**config.mk**
```make
export PLATFORM = sky130hd
export DESIGN_NAME = pc_sequencer
export DESIGN_NICKNAME = d
export VERILOG_FILES = /design/src/rtl/pc_pkg.sv /design/src/rtl/ras_stack.sv /design/src/rtl/pc_sequencer.sv
export SDC_FILE = /design/constraint.sdc
export NUM_CORES = 1
export LEC_CHECK = 0
export ABC_CLOCK_PERIOD_IN_PS = 3400
export BUFFER_PORTS_ARGS = -buffer_cell sky130_fd_sc_hd__buf_4
export CAP_MARGIN = 20
export CORE_MARGIN = 2
export CORE_UTILIZATION = 35
export CTS_CLUSTER_DIAMETER = 150
export CTS_CLUSTER_SIZE = 40
export DETAILED_ROUTE_END_ITERATION = 12
export SYNTH_ARGS = -nofsm -noshare
export SYNTH_HDL_FRONTEND = slang
export SYNTH_HIERARCHICAL = 1
export SYNTH_SLANG_ARGS = --single-unit
```
**constraint.sdc**
```tcl
create_clock -name clk -period 3.4 [get_ports clk]
set_input_delay 0.17 -clock clk [delete_from_list [all_inputs] [get_ports clk]]
set_output_delay 0.17 -clock clk [all_outputs]
set_load 0.005 [all_outputs]
```
**src/rtl/pc_pkg.sv**
```systemverilog
// Shared definitions for the program-counter sequencer and its return-address stack.
package pc_pkg;

  // Source selected for the next program counter value
  typedef enum logic [1:0] {
    SEQ    = 2'd0,
    BRANCH = 2'd1,
    JUMP   = 2'd2,
    RET    = 2'd3
  } pc_sel_t;

  // Default PC loaded on reset
  localparam logic [31:0] PC_RESET_DEFAULT = 32'h0000_0000;

  // Ceiling log2, used to size the RAS top pointer
  function automatic int clog2(input int value);
    int r;
    r = 0;
    while ((1 << r) < value) begin
      r = r + 1;
    end
    return r;
  endfunction

endpackage

```
**src/rtl/ras_stack.sv**
```systemverilog
// Circular return-address stack: the oldest entry is overwritten when a push
// arrives while full, and a pop from an empty stack only raises a pulse.
module ras_stack
  import pc_pkg::*;
#(
  parameter int WIDTH     = 32,
  parameter int RAS_DEPTH = 4
) (
  input  logic             clk,
  input  logic             rst,
  input  logic             hold,
  input  logic             push,
  input  logic             pop,
  input  logic [WIDTH-1:0] push_data,
  output logic [WIDTH-1:0] top_data,
  output logic             empty,
  output logic             full,
  output logic             underflow,
  output logic             overflow
);

  localparam int PTR_W = clog2(RAS_DEPTH);
  localparam int CNT_W = PTR_W + 1;

  logic [WIDTH-1:0] mem [RAS_DEPTH];
  logic [PTR_W-1:0] top;
  logic [CNT_W-1:0] count;
  logic [PTR_W-1:0] top_inc;
  logic [PTR_W-1:0] top_dec;
  logic             do_push;
  logic             do_pop;

  assign top_inc  = top + PTR_W'(1);
  assign top_dec  = top - PTR_W'(1);
  assign top_data = mem[top];
  assign empty    = (count == '0);
  assign full     = (count == CNT_W'(RAS_DEPTH));
  assign do_pop   = !hold && pop;
  assign do_push  = !hold && push && !pop;

  // Entry storage; contents need no reset because count gates every read
  always_ff @(posedge clk) begin
    if (!rst && do_push) begin
      mem[top_inc] <= push_data;
    end
  end

  // Top pointer, occupancy count and the one-cycle error pulses
  always_ff @(posedge clk) begin
    if (rst) begin
      top       <= '0;
      count     <= '0;
      underflow <= 1'b0;
      overflow  <= 1'b0;
    end else begin
      underflow <= 1'b0;
      overflow  <= 1'b0;
      if (do_pop) begin
        if (!empty) begin
          top   <= top_dec;
          count <= count - CNT_W'(1);
        end else begin
          underflow <= 1'b1;
        end
      end else if (do_push) begin
        top <= top_inc;
        if (full) begin
          overflow <= 1'b1;
        end else begin
          count <= count + CNT_W'(1);
        end
      end
    end
  end

endmodule

```
**src/rtl/pc_sequencer.sv**
```systemverilog
// Registered program counter with a four-way priority next-PC select
// (return, jump/call, taken branch, sequential), stall hold and a RAS.
module pc_sequencer
  import pc_pkg::*;
#(
  parameter int               WIDTH     = 32,
  parameter logic [WIDTH-1:0] RESET_PC  = WIDTH'(PC_RESET_DEFAULT),
  parameter int               RAS_DEPTH = 4
) (
  input  logic             clk,
  input  logic             rst,
  input  logic             stall,
  input  logic             branch,
  input  logic             branch_yes,
  input  logic [WIDTH-1:0] branch_offset,
  input  logic             jump,
  input  logic             call,
  input  logic [WIDTH-1:0] jump_target,
  input  logic             ret,
  input  logic [WIDTH-1:0] ret_fallback,
  output logic [WIDTH-1:0] pc,
  output logic [WIDTH-1:0] pc_plus1,
  output logic             ras_empty,
  output logic             ras_full,
  output logic             ras_underflow,
  output logic             ras_overflow
);

  pc_sel_t          sel;
  logic [WIDTH-1:0] next_pc;
  logic [WIDTH-1:0] ras_top;

  assign pc_plus1 = pc + WIDTH'(1);

  ras_stack #(
    .WIDTH     (WIDTH),
    .RAS_DEPTH (RAS_DEPTH)
  ) u_ras (
    .clk       (clk),
    .rst       (rst),
    .hold      (stall),
    .push      (call),
    .pop       (ret),
    .push_data (pc_plus1),
    .top_data  (ras_top),
    .empty     (ras_empty),
    .full      (ras_full),
    .underflow (ras_underflow),
    .overflow  (ras_overflow)
  );

  // Fixed-priority next-PC source select and target mux
  always_comb begin
    sel     = SEQ;
    next_pc = pc_plus1;
    if (ret) begin
      sel = RET;
    end else if (call || jump) begin
      sel = JUMP;
    end else if (branch && branch_yes) begin
      sel = BRANCH;
    end
    case (sel)
      RET:     next_pc = ras_empty ? ret_fallback : ras_top;
      JUMP:    next_pc = jump_target;
      BRANCH:  next_pc = pc_plus1 + branch_offset;
      default: next_pc = pc_plus1;
    endcase
  end

  // PC register: reset wins, stall holds
  always_ff @(posedge clk) begin
    if (rst) begin
      pc <= RESET_PC;
    end else if (!stall) begin
      pc <= next_pc;
    end
  end

endmodule

```
== Yosys cells after proc, flatten, opt, wreduce, memory -nomap -nowiden ==
Memory sizes are Yosys's and may differ from the RTL's. A register that Yosys moved wholly into a read port is not among the register bits.
Index checks and enable logic that the tools add are counted.

* Register bits after elaboration: 39
* Bits in writable memories: 128
* Bits of input ports: 104
* Output and inout port bits: 68
* Logic and storage cells: 53
* Memories kept: 1

{| class="wikitable"
|+ Memories
! name !! depth !! width !! read ports !! clocked after memory_dff !! wr ports !! line !! source
|-
| u_ras.mem || 4 || 32 || 1 || 1 || 1 || ras_stack.sv:25 || <nowiki>logic [WIDTH-1:0] mem [RAS_DEPTH];</nowiki>
|}

* Add/sub/neg operators: 6
* Eq/ne operators: 6
* Muxes and demuxes: 18
* Bitwise logic cells: 2
* Reduce and logical (&&, ||, !) cells: 15

{| class="wikitable"
|+ Operator list
! cell !! number
|-
| $pmux 32 s3 || 1
|-
| $add 32x1->32 const B || 1
|-
| $add 32x32->32 || 1
|-
| $mux 32 || 1
|-
| $mux 2 || 7
|-
| $mux 3 || 4
|-
| $logic_and 1x1->1 || 5
|-
| $mux 1 || 5
|-
| $eq 2x2->1 const B || 2
|-
| $add 3x1->3 const B || 1
|-
| $eq 3x3->1 const B || 1
|-
| $logic_not 1->1 || 3
|-
| $logic_not 3->1 || 1
|-
| $reduce_and 3->1 || 1
|-
| $reduce_or 3->1 || 1
|-
| $sub 3x1->3 const B || 1
|-
| $add 2x1->2 const B || 1
|-
| $eq 2x1->1 const B || 1
|-
| $ne 2x1->1 const B || 1
|-
| $ne 2x2->1 const B || 1
|-
| $not 1->1 || 2
|-
| $reduce_and 2->1 || 1
|-
| $reduce_bool 2->1 || 1
|-
| $reduce_or 2->1 || 1
|-
| 2 further kinds || 2
|}

== Logic depth before layout (Yosys ltp) ==
Gate-level depths: netlist (run 1).

* Depth after elaboration: 7
* Gate-level depth with buffers: 16
* Depth with buffers taken out: 16

== Hierarchy ==
Netlist (run 1), hierarchy kept.

{| class="wikitable"
|+ Modules (own cells, without submodules)
! module !! times used !! cells an instance !! area each (um^2) !! sequential area each (um^2)
|-
| ras_stack || 1 || 216 || 5,121.2 || 4,023.9
|-
| pc_sequencer || 1 || 631 || 4,759.6 || 640.6
|}

== Worst setup path before layout (run 1) ==
No wires, ideal clock.

* Path type: register to register
* From: reg pc[2]
* To: reg pc[29]
* Setup time: 131 ps
* Data arrival time: 3,686 ps
* Data required time: 3,269 ps
* Path slack: -418 ps
* Stages on the path, launching flop included: 17
* Buffers on the path: 1
* Clock period less this slack: 3,818 ps
* Path through: dfxtp_1 -> and4_4 -> nand4_4 -> nor4_2 -> nand4_1 -> xnor2_1 -> ha_1 -> buf_2 -> and4_1 -> or3_1 -> o221ai_1 -> a21oi_1 -> o21ai_2 -> o21a_1 -> o21bai_1 -> a2111oi_0 -> nor3_1

* Cells in the longest elaborated chain, start to end: 3

{| class="wikitable"
|+ Ends and longest elaborated chain
! element !! line !! source
|-
| from (decl) || pc_sequencer.sv:21 || <nowiki>output logic [WIDTH-1:0] pc,</nowiki>
|-
| from (signal assigned) || pc_sequencer.sv:76 || <nowiki>pc <= next_pc;</nowiki>
|-
| $add 32x1->32 || pc_sequencer.sv:33 || <nowiki>assign pc_plus1 = pc + WIDTH'(1);</nowiki>
|-
| via pc_plus1[19] || pc_sequencer.sv:22 || <nowiki>output logic [WIDTH-1:0] pc_plus1,</nowiki>
|-
| $add 32x32->32 || pc_sequencer.sv:66 || <nowiki>BRANCH: next_pc = pc_plus1 + branch_offset;</nowiki>
|-
| $pmux 32 s3 || pc_sequencer.sv:63 || <nowiki>case (sel)</nowiki>
|}

The timed path passes the listed nets, and every way through them passes these cells.
A chain may end at the register's enable or synchronous reset.

== Final worst setup path (run 1) ==
* From: reg pc[2]
* To: reg pc[31]

* Cells in the longest elaborated chain, start to end: 3

{| class="wikitable"
|+ Ends and longest elaborated chain
! element !! line
|-
| $add 32x1->32 (*) || pc_sequencer.sv:33
|-
| $add 32x32->32 || pc_sequencer.sv:66
|-
| $pmux 32 s3 (*) || pc_sequencer.sv:63
|}

Mark *: on every way between the ends. The rest lies on a longest branch, timed or not.

==> results of run 1 <==
==> state kept, by name, summed over array words and instances (netlist names), named ones only <==
signal	cells
u_ras/overflow	1
pc	32
u_ras/count	3
u_ras/underflow	1
u_ras/mem	128
u_ras/top	2
==> logic make-up (layout without fill, tap and decap cells) <==
logic type / count (synthesis) / in the layout / share of synthesized area (%)
AO/OA/AOI/OAI: 223 / 223 / 14.9
AND/OR/NAND/NOR: 213 / 213 / 11.6
flip-flops: 169 / 169 / 47.2
multiplexers: 70 / 70 / 11.7
buffers and inverters: 66 / 418 / 3.32
XOR/XNOR: 59 / 59 / 5.31
adder cells (fa/ha/maj): 47 / 47 / 6.03
==> stage by stage <==
step / cell area, sq um / cells
5_1_grt: 13900 / 1577
2_1_floorplan: 9990 / 847
6_report: 13900 / 1577
3_3_place_gp: 12800 / 1525
3_5_place_dp: 12800 / 1525
4_1_cts: 13500 / 1564
==> worst max-delay path: cells and delay by family, from the launching register on <==
kind,cells,cell delay (ps)
XOR/XNOR,1,260
AND/OR/NAND/NOR,5,850
multiplexers,1,220
flip-flops,1,340
adder cells (fa/ha/maj),1,290
buffers and inverters,3,510
AO/OA/AOI/OAI,5,1000
==> final timing paths <==
kind	to	slack, ps	cells past startpoint
setup / recovery	pc[31]$_SDFFE_PP0N_	-180	16
hold / removal	pc[18]$_SDFFE_PP0N_	30	3
setup reg to reg	pc[31]$_SDFFE_PP0N_	-180	16
hold reg to reg	u_ras/count[1]$_SDFFE_PP0P_	530	2
==> power groups by stage <==
stage          clock, mW  combinational, mW  sequential (mW)
2_1_floorplan          0              0.762             2.39
4_1_cts             1.85               1.47             2.34
3_3_place_gp           0               1.43             2.38
3_5_place_dp           0               1.43             2.38
6_report            1.82               1.54             2.34
5_1_grt             1.91               1.67             2.35
==> routing by layer <==
layer  global-route usage, %  vias up  part of all wire (%)
met2                    36.2      345                    45
met1                    32.4     4269                    45
met3                    4.37       43                   7.3
met5                       0        -                     0
li1                        -     3967                     -
met4                    7.49        0                   2.3
==> layout by cell type, fill, tap and decap left out, types with 6 or more instances in the layout <==
cell / instances
a21o_1: 22
a21oi_1: 54
a21oi_2: 11
a221oi_1: 20
a31oi_1: 11
and2_1: 9
and3_1: 10
buf_4: 355
buf_6: 6
clkbuf_16: 17
dfxtp_1: 30
dfxtp_2: 7
edfxtp_1: 128
ha_1: 38
ha_4: 7
inv_1: 22
mux2_2: 19
mux2i_1: 18
mux4_1: 6
mux4_2: 26
nand2_1: 59
nand3_1: 15
nand4_1: 15
nor2_1: 40
nor3_1: 14
o21ai_0: 36
o21ai_1: 8
xnor2_1: 29
xnor2_2: 17
xor2_1: 12
==> area by class of cell <==
cell class	instances	area, sq um	share of cell area (%)
well taps	378	473	3.41
multi-input cells	612	5350	38.5
clock inverters	12	91.3	0.658
flip-flops and latches	169	4690	33.8
inverters	24	90.1	0.649
repair buffers	362	2740	19.8
clock buffers	20	447	3.22
==> what timing repair did <==
item                                    in CTS  in global routing
pin swaps                                   27                 43
gates resized for setup                     24                 53
hold endpoints to repair                     1                  0
cloned                                       0                  0
setup buffers                                6                 13
endpoints found under the setup margin      13                 20
hold buffers                                 1                  0
==> out/metrics.csv, run 1 <==
metric,value,unit
leading cell type by number of instances after synthesis,edfxtp_1,
failing checks,setup timing,
Slew @ Worst Pin,913,ps
Peak Freq,279,MHz
Max Cap Viol,0,
# rows,61,
Critical Path AT,3890,ps
clk buf depth,2,
post-synthesis cell type count,78,
IO Pins,172,
layout cells sized above 1,44.5,%
commonest register cell after synthesis,edfxtp_1,
core area,0.0278,sq mm
Worst R2R Start,pc[2]$_SDFFE_PP0N_,
worst setup path startpoint,pc[2]$_SDFFE_PP0N_,
initial antenna violation count,0,
Hold Path Class,input pin to flip-flop,
total power,5.71,mW
vias,8624,
Fin. Hold Viols,0,
Die Wd,172,um
First-pass DRT Iterations,5,
Syn Area/Cell,11.7,sq um
relative slew slack,38.3,%
Peak VDD IR,0.000261,V
Final Wtd Congestion,0.901,
worst endpoint required time,3700,ps
CTS tree,yes,
Final #Nets,1337,
number of H-tree levels,4,
Die Height,172,um
Worst Skew,13.9,ps
GRT Util Overall,23.1,%
Power per Cell Area,411,mW/mm^2
Post-DP HPWL,25400,um
part of the power in registers,41.0,%
post-layout util,50.0,%
1st-iter DRT viols,798,
Synth top cells by count,"edfxtp_1 (128), a21oi_1 (61), nand2_1 (60)",
IO Port Bufs,171,
Layout fillers,2567,
Yosys top cell by area,edfxtp_1,
DRC viols,0,
CP startpoint kind,flip-flop,
clk_lat worst skew,440,ps
root buf cell,clkbuf_16,
Clock power frac,31.9,%
critical path's slowest cell,dfxtp_4,
Final Critical Period,3580,ps
switching portion of total power,29.5,%
Crit. End Element,flip-flop,
dpl ws,-328,ps
Net Sw Power,1.68,mW
Mapped Cells,847,
Power Internal,4.03,mW
status,"complete, but fails checks",
Overflow after GRT,0,
Lkg Pwr,5.76,nW
die area,0.0296,sq mm
post-route ant nets,0,
asr flop ratio synth,0,%
hold_ws,29.8,ps
first-pass GRT wire length,50200,um
DRT Wirelength,34600,um
"Setup violations, final",8,
crit path cell chain,and4_4 > nand4_4 > buf_6 > buf_4 > nor4_4 > buf_4 > nand4_1 > xnor2_1 > ha_1 > a21o_1 > a21oi_1 > nor2_1 > a311oi_1 > o311a_1 > mux2i_1 > a21oi_1,
hold_sp,jump_target[18],
leading post-synthesis cells by cell area,"edfxtp_1 (39%), dfxtp_1 (8.3%), mux4_2 (5.9%), ha_1 (5.8%), xnor2_1 (4.0%)",
clock sink count,169,
post-synth top area share,38.9,%
syn_nets,998,
largest net degree at the start of global routing,45,
Layout area overhead,40.4,%
post-route setup TNS,-728,ps
Comb pwr share,27.1,%
setup slack after layout,-185,ps
clk slew on worst S/H paths,70,ps
Max stage delay on crit path,340,ps
CTS buffer count,17,
Routed WL per cell,21.9,um
Seq cells post-synth,169,
Starting Density,35.6,%
maximum fanout along the worst path,4,
synth warn,6,
Setup Crit Path Kind,flip-flop to flip-flop,
vias in the first global route,8432,
final period utilization,105,%
register area share after synthesis,47.2,%
vias per cell,5.47,
RSZ-0062 raised after global routing,yes,
Post-synth EDFFs,128,
antenna cells,0,
Netlist Area Pre-Place,0.00988,sq mm
count of pins over their slew limit,0,
Power figures use the tool's default switching activity.
==> run 2: changes to the inputs <==
--- a/config.mk
+++ b/config.mk
@@ -8,11 +8,13 @@
 export ABC_CLOCK_PERIOD_IN_PS = 3400
 export BUFFER_PORTS_ARGS = -buffer_cell sky130_fd_sc_hd__buf_4
 export CAP_MARGIN = 20
+export CORE_ASPECT_RATIO = 1.1
 export CORE_MARGIN = 2
 export CORE_UTILIZATION = 35
 export CTS_CLUSTER_DIAMETER = 150
 export CTS_CLUSTER_SIZE = 40
 export DETAILED_ROUTE_END_ITERATION = 12
+export RECOVER_POWER = 100
 export SYNTH_ARGS = -nofsm -noshare
 export SYNTH_HDL_FRONTEND = slang
 export SYNTH_HIERARCHICAL = 1
==> run 2 against run 1 <==
  * The run ends with capacitance limit, slew limit, setup timing left
  * Combinational power fell by 3%
  * Count of clock-buffer cells in the layout is 3 lower
  * Critical path depth unchanged
==> out/metrics.csv, run 2 (same netlist as run 1, synthesis figures left out) <==
metric,value,unit,change
status,"complete, but fails checks",,
failing checks,"capacitance limit, slew limit, setup timing",,
WHS Endpoint,pc[19]$_SDFFE_PP0N_,,
post-route setup TNS,-1260,ps,-537 ps
largest net degree at the start of global routing,33,,-27%
core area,0.0278,sq mm,about the same
setup slack after layout,-208,ps,-23.5 ps
Die Wd,164,um,-4.5%
Critical Path AT,3930,ps,+40 ps
clock sink count,169,,unchanged
IO Port Bufs,171,,unchanged
Fin. Hold Viols,0,,unchanged
DRT Wirelength,34400,um,-0.64%
Lkg Pwr,5.58,nW,-3.2%
max reg flops,128,,unchanged
FF-to-FF setup slack,-210,ps,-20 ps
count of pins over their slew limit,26,,+26
"Setup violations, final",14,,+6
vias in the first global route,8398,,-0.40%
number of H-tree levels,4,,unchanged
"leading cell type in the layout, fill and taps excluded",buf_4,,
vias per cell,5.53,,+1.1%
clk_lat worst skew,450,ps,about the same
CTS tree,yes,,
Setup Crit Path Kind,flip-flop to flip-flop,,
clk buf depth,2,,unchanged
CTS buffer count,17,,unchanged
relative slew slack,-25.2,%,-64 points
switching portion of total power,30.6,%,+1.1 points
# rows,64,,+4.9%
CP startpoint kind,flip-flop,,
Peak Freq,277,MHz,-0.65%
Routed WL per cell,22.1,um,+0.96%
Reg with most FFs,u_ras/mem,,
Worst R2R Start,pc[4]$_SDFFE_PP0N_,,
FF-to-FF End,pc[29]$_SDFFE_PP0N_,,
final period utilization,106,%,+0.69 points
Comb pwr share,26.1,%,-1.0 points
RSZ-0062 raised after global routing,yes,,
Overflow after GRT,0,,unchanged
Final Critical Period,3610,ps,+23.5 ps
hold path depth,3,,unchanged
antenna cells,0,,unchanged
Final Wtd Congestion,0.937,,+4.0%
Slew @ Worst Pin,1880,ps,+965 ps
Hold Path Class,input pin to flip-flop,,
Post-DP HPWL,24900,um,-1.9%
maximum fanout along the worst path,4,,unchanged
Max Cap Viol,1,,+1
die area,0.0296,sq mm,about the same
worst endpoint required time,3730,ps,+30 ps
Power Internal,4.01,mW,-0.48%
most frequent cells in the layout,"buf_4 (295), edfxtp_1 (128), nand2_1 (58)",,
Top Registers,"u_ras/mem x128, pc x32, u_ras/count x3",,
R2R depth,16,,unchanged
total power,5.77,mW,+1.1%
layout cells sized above 1,40.9,%,-3.7 points
Layout area overhead,38.6,%,
post-route ant nets,0,,unchanged
root buf cell,clkbuf_16,,
DRC viols,0,,unchanged
Die Height,180,um,+4.8%
initial antenna violation count,0,,unchanged
1st-iter DRT viols,615,,-23%
Clock power frac,33.4,%,+1.5 points
Worst Skew,16.0,ps,+2.12 ps
Net Sw Power,1.77,mW,+5.1%
vias,8583,,-0.48%
Peak VDD IR,0.000332,V,+27%
GRT Util Overall,22.8,%,-0.28 points
clk slew on worst S/H paths,70,ps,about the same
Crit. End Element,flip-flop,,
part of the power in registers,40.5,%,-0.5 points
First-pass DRT Iterations,6,,+1
Power per Cell Area,421,mW/mm^2,+2.5%
IO Pins,172,,unchanged
Starting Density,35.6,%,about the same
Final #Nets,1327,,-0.75%
first-pass GRT wire length,50200,um,about the same
hold_sp,jump_target[19],,
## run 2: cell types whose count changed in the layout (fill, tap and decap cells not counted), moves of 5 or more
cell      previous run  this run
and2_0               1         6
buf_4              355       295
inv_8                0         5
clkbuf_4             0        13
and2_1               9         4
xnor2_2             17        11
clkbuf_1             2        34
xnor2_1             29        34
## run 2: what timing repair did
action | 4_1_cts | 5_1_grt
pin swaps | 23 | 25
setup endpoints to repair | 13 | 18
hold buffers | 1 | 0
hold endpoints to repair | 1 | 0
buffers inserted | 6 | 13
resized for setup | 41 | 43
## run 2: area by class of cell
type	count	area, sq um
inverters	24	90.1
clock inverters	15	154
fillers	2503	14100
clock buffers	17	425
flip-flops and latches	169	4690
multi-input cells	612	5360
well taps	363	454
repair buffers	352	2530
## run 2: per-layer routing
metal / vias to the layer above / wire length [um] / track usage [%]
met1: 4202 / 14700 / 30.9
met3: 54 / 2440 / 3.31
met4: 0 / 688 / 7.12
met2: 387 / 16500 / 37.7
li1: 3940 / - / -
met5: - / 0 / 0
## run 2: worst max path at each step
stage | from | endpoint | slack, ps | cells past startpoint
2_1_floorplan | pc[2]$_SDFFE_PP0N_ | pc[31]$_SDFFE_PP0N_ | -80 | 16
3_3_place_gp | pc[2]$_SDFFE_PP0N_ | pc[17]$_SDFFE_PP0N_ | -370 | 15
3_5_place_dp | pc[5]$_SDFFE_PP0N_ | pc[17]$_SDFFE_PP0N_ | -370 | 15
4_1_cts | pc[4]$_SDFFE_PP0N_ | pc[29]$_SDFFE_PP0N_ | -130 | 16
5_1_grt | pc[1]$_SDFFE_PP0N_ | pc[14]$_SDFFE_PP0N_ | -370 | 15
6_report | pc[4]$_SDFFE_PP0N_ | pc[29]$_SDFFE_PP0N_ | -210 | 16
## run 2: worst max-delay path, stage by stage (launching register included)
cell and delay (ps):
dfxtp_2 330, and4_4 240, nand4_4 150, buf_6 180, nor4_4 240, nand4_1 190
xnor2_2 180, ha_1 330, and4_1 220, or3_4 340, o221ai_4 160, a21oi_2 80
o21ai_2 110, o21a_1 200, o21bai_1 110, a2111oi_2 340, nor3_1 80
## run 2: power by group through the flow
stage | Combinational, mW | Clock (mW) | Sequential (mW)
global placement | 1.41 | 0 | 2.38
detailed placement | 1.42 | 0 | 2.38
floorplan | 0.762 | 0 | 2.39
global route | 1.62 | 2.04 | 2.34
CTS | 1.46 | 1.94 | 2.34
finish | 1.50 | 1.93 | 2.34
## run 2: per-stage QoR
step	setup WS, ps	hold WS, ps	instance area (sq um)	util [%]	std cells
after floorplan	-83.2	335	9990	-	847
after global placement	-365	449	12700	45.7	1500
after detailed placement	-367	447	12700	45.7	1500
after CTS	-133	8.64	13500	48.8	1539
after global routing	-367	53.2	13700	49.3	1552
final	-208	32.5	13700	49.3	1552
